File: config.mk
export PLATFORM = sky130hd
export DESIGN_NAME = agc_gain_ctrl
export DESIGN_NICKNAME = d
export VERILOG_FILES = /design/src/rtl/agc_gain_ctrl.sv
export SDC_FILE = /design/constraint.sdc
export NUM_CORES = 1
export LEC_CHECK = 0
export CAP_MARGIN = 20
export CORE_UTILIZATION = 57
export CTS_CLUSTER_DIAMETER = 30
export DETAILED_ROUTE_END_ITERATION = 10
export HOLD_SLACK_MARGIN = 0.15
export PLACE_DENSITY_LB_ADDON = 0.15
export SLEW_MARGIN = 20
export SYNTH_ARGS = -nofsm -noshare
export SYNTH_HDL_FRONTEND = slang
export SYNTH_SLANG_ARGS = --single-unit
File: constraint.sdc
create_clock -name clk_sample -period 3.7 [get_ports clk_sample]
set_clock_uncertainty 0.15 [all_clocks]
set_input_delay 0.74 -clock clk_sample [delete_from_list [all_inputs] [get_ports clk_sample]]
set_output_delay 0.74 -clock clk_sample [all_outputs]
set_load 0.005 [all_outputs]
File: src/rtl/agc_gain_ctrl.sv
// Automatic gain control sequencer: turns windowed RMS results into PGA gain steps.
// Latency: rms_valid at edge t -> rms sampled at t+1 -> new gain, clip and gain_wr visible after t+2.
// Backpressure: none; a window arriving while one is pending merges, one arriving during a write is dropped.
//
// Ports:
//   clk_sample  in   1       sample clock, all logic on posedge
//   rst         in   1       asynchronous reset, active high
//   en          in   1       AGC enable; 0 freezes gain and returns to idle
//   rms         in   12      RMS magnitude, valid on the cycle after rms_valid
//   rms_valid   in   1       one-cycle pulse: an RMS window has finished
//   gain        out  GAIN_W  current gain code (registered)
//   gain_wr     out  1       one-cycle strobe while the new gain must be written to the PGA
//   settling    out  1       high while windows are being discarded after enable or a gain write
//   clip        out  1       one-cycle pulse on a clip decision
module agc_gain_ctrl #(
    parameter int GAIN_W      = 6,
    parameter int GAIN_INIT   = 32,
    parameter int GAIN_MAX    = 63,
    parameter int TH_HI       = 1400,
    parameter int TH_LO       = 700,
    parameter int CLIP_TH     = 2000,
    parameter int ATTACK_STEP = 4,
    parameter int DECAY_WIN   = 4,
    parameter int SETTLE_WIN  = 1
) (
    input  logic              clk_sample,
    input  logic              rst,
    input  logic              en,
    input  logic [11:0]       rms,
    input  logic              rms_valid,
    output logic [GAIN_W-1:0] gain,
    output logic              gain_wr,
    output logic              settling,
    output logic              clip
);

    localparam logic [1:0] S_IDLE   = 2'd0;
    localparam logic [1:0] S_SETTLE = 2'd1;
    localparam logic [1:0] S_TRACK  = 2'd2;
    localparam logic [1:0] S_UPDATE = 2'd3;

    localparam int CNT_W = 8;
    // Two extra bits: one for the sign of an undershoot, one for the +1 overshoot.
    localparam int NXT_W = GAIN_W + 2;

    localparam logic signed [NXT_W-1:0] C_ATK1 = NXT_W'(ATTACK_STEP);
    localparam logic signed [NXT_W-1:0] C_ATK2 = NXT_W'(2 * ATTACK_STEP);
    localparam logic signed [NXT_W-1:0] C_ONE  = NXT_W'(1);
    localparam logic signed [NXT_W-1:0] C_GMAX = NXT_W'(GAIN_MAX);

    localparam logic [CNT_W-1:0] C_SETTLE = CNT_W'(SETTLE_WIN);
    localparam logic [CNT_W-1:0] C_DECAY  = CNT_W'(DECAY_WIN);
    localparam logic             C_NO_SETTLE = (SETTLE_WIN == 0);

    logic [1:0]        r_state;
    logic [CNT_W-1:0]  r_settle_cnt;
    logic [CNT_W-1:0]  r_low_cnt;
    logic              r_pend;
    logic              r_cap;
    logic [11:0]       r_rms;
    logic [GAIN_W-1:0] r_gain;
    logic              r_clip;

    logic signed [NXT_W-1:0] w_gain_s;
    logic signed [NXT_W-1:0] w_next_raw;
    logic [GAIN_W-1:0]       w_next;
    logic [CNT_W-1:0]        w_low_inc;
    logic [CNT_W-1:0]        w_low_next;
    logic                    w_clip_hit;

    assign gain     = r_gain;
    assign clip     = r_clip;
    assign gain_wr  = (r_state == S_UPDATE);
    assign settling = (r_state == S_SETTLE);

    // Capture: the estimator moves rms on the negedge after its valid pulse,
    // so the value is taken one cycle after the pulse. r_cap marks the cycle
    // in which the FSM consumes the captured value.
    always_ff @(posedge clk_sample or posedge rst) begin
        if (rst) begin
            r_pend <= 1'b0;
            r_cap  <= 1'b0;
            r_rms  <= '0;
        end else if (!en) begin
            r_pend <= 1'b0;
            r_cap  <= 1'b0;
        end else begin
            r_cap <= r_pend;
            if (r_pend) begin
                // A pulse coinciding with the capture is absorbed by it.
                r_rms  <= rms;
                r_pend <= 1'b0;
            end else if (rms_valid && (r_state != S_UPDATE)) begin
                r_pend <= 1'b1;
            end
        end
    end

    // Gain decision for one tracked window, in priority order clip / attack / decay / hold.
    always_comb begin
        w_gain_s   = $signed({2'b00, r_gain});
        w_next_raw = w_gain_s;
        w_clip_hit = 1'b0;
        w_low_inc  = r_low_cnt + CNT_W'(1);
        w_low_next = '0;
        if (r_rms >= 12'(CLIP_TH)) begin
            w_clip_hit = 1'b1;
            w_next_raw = w_gain_s - C_ATK2;
        end else if (r_rms > 12'(TH_HI)) begin
            w_next_raw = w_gain_s - C_ATK1;
        end else if (r_rms < 12'(TH_LO)) begin
            if (w_low_inc >= C_DECAY) begin
                w_next_raw = w_gain_s + C_ONE;
            end else begin
                w_low_next = w_low_inc;
            end
        end

        if (w_next_raw[NXT_W-1]) begin
            w_next = '0;
        end else if (w_next_raw > C_GMAX) begin
            w_next = GAIN_W'(GAIN_MAX);
        end else begin
            w_next = w_next_raw[GAIN_W-1:0];
        end
    end

    always_ff @(posedge clk_sample or posedge rst) begin
        if (rst) begin
            r_state      <= S_IDLE;
            r_gain       <= GAIN_W'(GAIN_INIT);
            r_settle_cnt <= '0;
            r_low_cnt    <= '0;
            r_clip       <= 1'b0;
        end else begin
            r_clip <= 1'b0;
            if (!en) begin
                r_state      <= S_IDLE;
                r_settle_cnt <= '0;
                r_low_cnt    <= '0;
            end else begin
                case (r_state)
                    S_IDLE: begin
                        if (C_NO_SETTLE) begin
                            r_state <= S_TRACK;
                        end else begin
                            r_state      <= S_SETTLE;
                            r_settle_cnt <= C_SETTLE;
                        end
                    end
                    S_SETTLE: begin
                        if (r_cap) begin
                            if (r_settle_cnt <= CNT_W'(1)) begin
                                r_state      <= S_TRACK;
                                r_settle_cnt <= '0;
                            end else begin
                                r_settle_cnt <= r_settle_cnt - CNT_W'(1);
                            end
                        end
                    end
                    S_TRACK: begin
                        if (r_cap) begin
                            r_low_cnt <= w_low_next;
                            r_clip    <= w_clip_hit;
                            // A clamp back onto the current code is not a change.
                            if (w_next != r_gain) begin
                                r_gain  <= w_next;
                                r_state <= S_UPDATE;
                            end
                        end
                    end
                    S_UPDATE: begin
                        if (C_NO_SETTLE) begin
                            r_state <= S_TRACK;
                        end else begin
                            r_state      <= S_SETTLE;
                            r_settle_cnt <= C_SETTLE;
                        end
                    end
                    default: r_state <= S_IDLE;
                endcase
            end
        end
    end

endmodule

# Yosys cells after proc, flatten, opt, wreduce, memory -nomap -nowiden
# Index checks and enable logic that the tools add are counted.
# Widths: inputs -> output; s select.
# op_classes
addsub,5
n_lt_le_gt_ge,6
eq_ne,12
mux,31
n_reduce_logical,8
# op_table
operator,count
$mux 8,12
$pmux 8 s2,1
$mux 7,2
$ge 12x11->1 const B,1
$gt 12x11->1 const B,1
$lt 12x10->1 const B,1
$mux 6,2
$mux 2,5
$ne 3x2->1 const B,3
$add 8x1->8 const B,1
$ge 8x3->1 const B,1
$gt 8x7->1 const B,1
$le 8x1->1 const B,1
$mux 1,8
$reduce_and 4->1,2
$sub 8x1->8 const B,1
$add 6x1->7 const B,1
$sub 6x3->7 const B,1
$sub 6x4->7 const B,1
$ne 3x3->1 const B,2
$ne 6x6->1,1
$pmux 2 s3,1
$reduce_and 2->1,3
$eq 2x2->1 const B,2
other kinds (6),7
# word_totals
ff_bits,39
inputBits,16
out_inout_bits,9

# Logic depth before layout (Yosys ltp)
# logic_depth
ltp_word,14
depth_mapped,11
ltp_nobuf,10

# Least setup slack after synthesis
# No wires, ideal clock.
# synth_timing
path_kind,register to register
from,register r_low_cnt[0]
to,"register r_gain[4], in the netlist gain[4]"
arrival_ns,2.681
path_slack_ns,0.744
path_stages_with_launch,10
cell_sequence,dfrtp_1 ha_1 a211o_1 a211oi_2 o22a_2 nor2_2 a221o_1 a311oi_4 a21oi_4 mux2_4
# synth_between
elab_chain_cells,11
# synth_lines
element,line,source
"start, declared",57,logic [CNT_W-1:0] r_low_cnt;
"start signal, assigned",163,r_low_cnt <= w_low_next;
$add 8x1->8 *,104,w_low_inc = r_low_cnt + CNT_W'(1);
$ge 8x3->1 *,112,if (w_low_inc >= C_DECAY) begin
$mux 7 *,112,
$mux 7 *,111,end else if (r_rms < 12'(TH_LO)) begin
$mux 8 *,109,end else if (r_rms > 12'(TH_HI)) begin
$mux 8 *,106,if (r_rms >= 12'(CLIP_TH)) begin
$gt 8x7->1,121,end else if (w_next_raw > C_GMAX) begin
$mux 6 *,121,
$mux 6 *,119,if (w_next_raw[NXT_W-1]) begin
$ne 6x6->1,166,if (w_next != r_gain) begin
$reduce_and 4->1 (no line),-,
"end signal, assigned",131,r_gain <= GAIN_W'(GAIN_INIT);
"end signal, assigned",167,r_gain <= w_next;
"end, declared",61,logic [GAIN_W-1:0] r_gain;
# Every way passes the cells marked *; elsewhere a longest branch is shown, timed or not.
# A chain may end at the register's enable or synchronous reset.

# Final worst setup path
# layout_timing
from,"register r_gain[3], in the netlist gain[3]"
to,"register r_gain[4], in the netlist gain[4]"
# layout_between
elab_chain_cells,10
elab_cells_between_ends,12
classes_between,3 x add/sub; 1 x order compare; 1 x eq/ne; 6 x mux; 1 x reduce/logical
# layout_lines
element,line,source
$add 6x1->7,113,w_next_raw = w_gain_s + C_ONE;
$mux 7,112,
$mux 7,111,
$mux 8,109,
$mux 8,106,
$gt 8x7->1,121,
$mux 6,121,
$mux 6,119,
$ne 6x6->1,166,
$reduce_and 4->1 (no line),-,
# Parallel ways exist; a longest one is shown, timed or not.

==> metrics.md <==
| Metric | Value |
|---|---|
| Buffers added on ports | 24 |
| Worst hold path type | reg2reg |
| Post-Syn Area | 2390 sq um |
| Synth Area in Simple Gates | between 10% and 20% |
| Hold slack | 0.295 ns |
| Worst-path clk slew | ~0.080 ns |
| Most instantiated cells after synthesis | 38 x dfrtp_1, 17 x nor2_1, 15 x nand2_1 |
| Clock Latency Late Sink | 0.30 ns |
| Mapped Nets | 267 |
| Vias per cell | 6.28 |
| Top Ports | 25 |
| Vias in the first global route | ~1800 |
| Final worst path period share | about 87% |
| All-Layer GR Usage | between 20% and 30% |
| Worst vdd ir | 0.351 mV |
| Share of layout cells above drive strength 1 | a little over an eighth |
| Largest family of logic cells by synthesized area | compound AO/OA/AOI/OAI gates |
| Initial Util | 59.6% |
| Maxcap violations | 0 |
| GPL Wtd Cong | between 0.9 and 1 |
| Setup TNS | 0 ns |
| Period minus WS final | approximately 3.2 ns |
| Crit path DAT | 3.26 ns |
| Diode count | 0 |
| Power Total | 1.72 mW |
| Register area | 977 sq um |
| Crit-path max FO | 9 |
| Yosys warning count | 0 |
| Syn Inst Count | roughly 240 |
| Rel. slew slack | 52.6% |
| Placed cell areas | approximately 2700 sq um |
| Vias | 2004 |
| Num CTS Buffers | 5 |
| First-pass iteration count of the detailed router | 4 |
| Area grow syn2layout | 16.2% |
| Pins over their slew limit | 0 |
| Pwr per Cell Area | 620 nW/um^2 |
| GR Overflow Total | 0 |
| Nets | 296 |
| DR iter-0 viols | 212 |
| Synth Area in XOR/XNOR | around 2.2% |
| Register area share after synthesis | 41.0% |
| Avg Cell Area, Syn | 9.98 sq um |
| Yosys cell types | 61 |
| Least-Margin Pin Slew | ~0.71 ns |
| Finished Cell Area | 2770 sq um |
| Max H-tree Level | 2 |
| Crit start category | register |
| Post-CTS Hold Fix Bufs | 0 |
| CTS root buf | clkbuf_8 |
| Clock Path Buffers | 2 |
| Post-synth top area share | about two fifths |
| EDFF count, synth | 0 |
| Seq cells post-synth | 39 |
| Largest net degree at the start of global routing | 40 |
| Layout fillers | approximately 320 |
| Status | complete, no violations |
| DR WL/cell | 16.2 microns |
| Leak | roughly 1.2 nW |
| Area of the multi-input gates | 1340 sq um |
| Post-DP HPWL | about 3800 microns |
| Post-synthesis mux area share | 6.66% |
| CTS tree | yes |
| Post_cts resized | 0 |
| Detail Route Antenna Nets | 0 |
| Sink Count | 39 |
| Die H | 66.7 microns |
| Worst Path Required | 3.74 ns |
| Synth area leader | dfrtp_1 |
| Compound-gate portion of the synthesized area | 23.4% |
| Adder-Cell Fraction of Synth Area | under 10% |
| Crit end category | register |
| Endpoints failing setup | 0 |
| Routed WL | 5170 microns |
| Initial antenna violation count | 0 |
| Die area | 4450 sq um |
| Count leader, synth | dfrtp_1 |
| Core box area | 4000 sq um |
| Critical path class | reg2reg |
| Final Hold Fails | 0 |
| Final core utilization | between 60% and 70% |
| Dominant synthesized flop cell | dfrtp_1 |
| RSZ-0062 raised after global routing | no |
| Max Clk Rate | 311 MHz |
| Post-CTS setup buffer count | 0 |
| Rows | 23 |
| Global-route wire length before repair | 8790 microns |
| DRC | 0 |
| Async set or reset register ratio after synthesis | 100% |
| Die width | 66.7 microns |
| Top cells by area, synth | dfrtp_1 40%, ha_1 6.3%, mux2_2 5.2% |
[area by class of cell]
| type | count | area share, % |
|---|---|---|
| multi-input combinational | 182 | 48.3 |
| clock inverter | 2 | 0.451 |
| tap | 50 | 2.26 |
| inverter | 14 | 1.90 |
| clock buffer | 6 | 2.62 |
| timing repair buffer | 26 | 9.21 |
| sequential | 39 | 35.2 |
[per-layer routing]
layer  vias to the layer above  GRT usage (%)  routed length, microns
met5                         -              0                       0
met4                         0           12.0                     108
met3                        12           5.65                     239
met2                        65           40.8                    2420
met1                       968           35.9                    2400
li1                        959              -                       -
[power by group]
group / internal, mW / switching [mW] / total, mW
combinational: 0.361 / 0.447 / 0.807
sequential: 0.520 / 0.105 / 0.626
clock: 0.132 / 0.154 / 0.286
total: 1.01 / 0.706 / 1.72
[sequential cells by signal (all words and copies together), names as in the netlist]
name / count
r_rms: 12
r_low_cnt: 8
r_settle_cnt: 8
gain: 6
r_state: 2
clip: 1
r_cap: 1
r_pend: 1
[cells in the final DEF (no fill, tap or decap), drive strengths merged, types with 4 or more instances in the layout]
master         netlist  routed
or3                  4       4
dfrtp               38      38
nor2                18      18
a211oi               5       5
clkdlybuf4s50        0      24
nor3                 9       9
and2                 8       8
a21oi               10      10
o21ai               11      11
o21a                 6       6
xnor2                4       4
o211ai               4       4
inv                 14      14
clkbuf               2       6
nand2               16      16
nand4                5       5
mux2                12      12
ha                  12      12
[worst paths after layout]
kind                         start  endpoint  slack, ns  cells after the start
hold / removal              r_pend    r_pend       0.29                      1
setup / recovery           gain[3]   gain[4]       0.48                     10
hold reg to reg             r_pend    r_pend       0.29                      1
min in group asynchronous      rst  r_rms[4]       0.72                      3
max in group asynchronous      rst   gain[5]       2.32                      3
setup reg to reg           gain[3]   gain[4]       0.48                     10
[cell families after synthesis]
kind of cell	after synthesis
AND/OR/NAND/NOR	79
AO/OA/AOI/OAI	71
flip-flops	39
buffers and inverters	18
multiplexers	14
adder cells (fa/ha/maj)	12
XOR/XNOR	6
[worst max-delay path: stages (launching register included)]
cell      delay [ns]
dfrtp_1         0.52
inv_1           0.18
ha_1            0.22
nor2b_1         0.15
o211ai_1        0.13
o22ai_1         0.26
and2_1          0.34
a211oi_1        0.17
a311oi_4        0.51
a21oi_4         0.16
mux2_4          0.31
[through the flow]
stage,instances,setup WS [ns]
floorplan,239,0.744
global placement,311,0.569
detailed placement,311,0.525
CTS,319,0.515
global route,319,0.289
finish,319,0.481
Power figures use the tool's default switching activity.
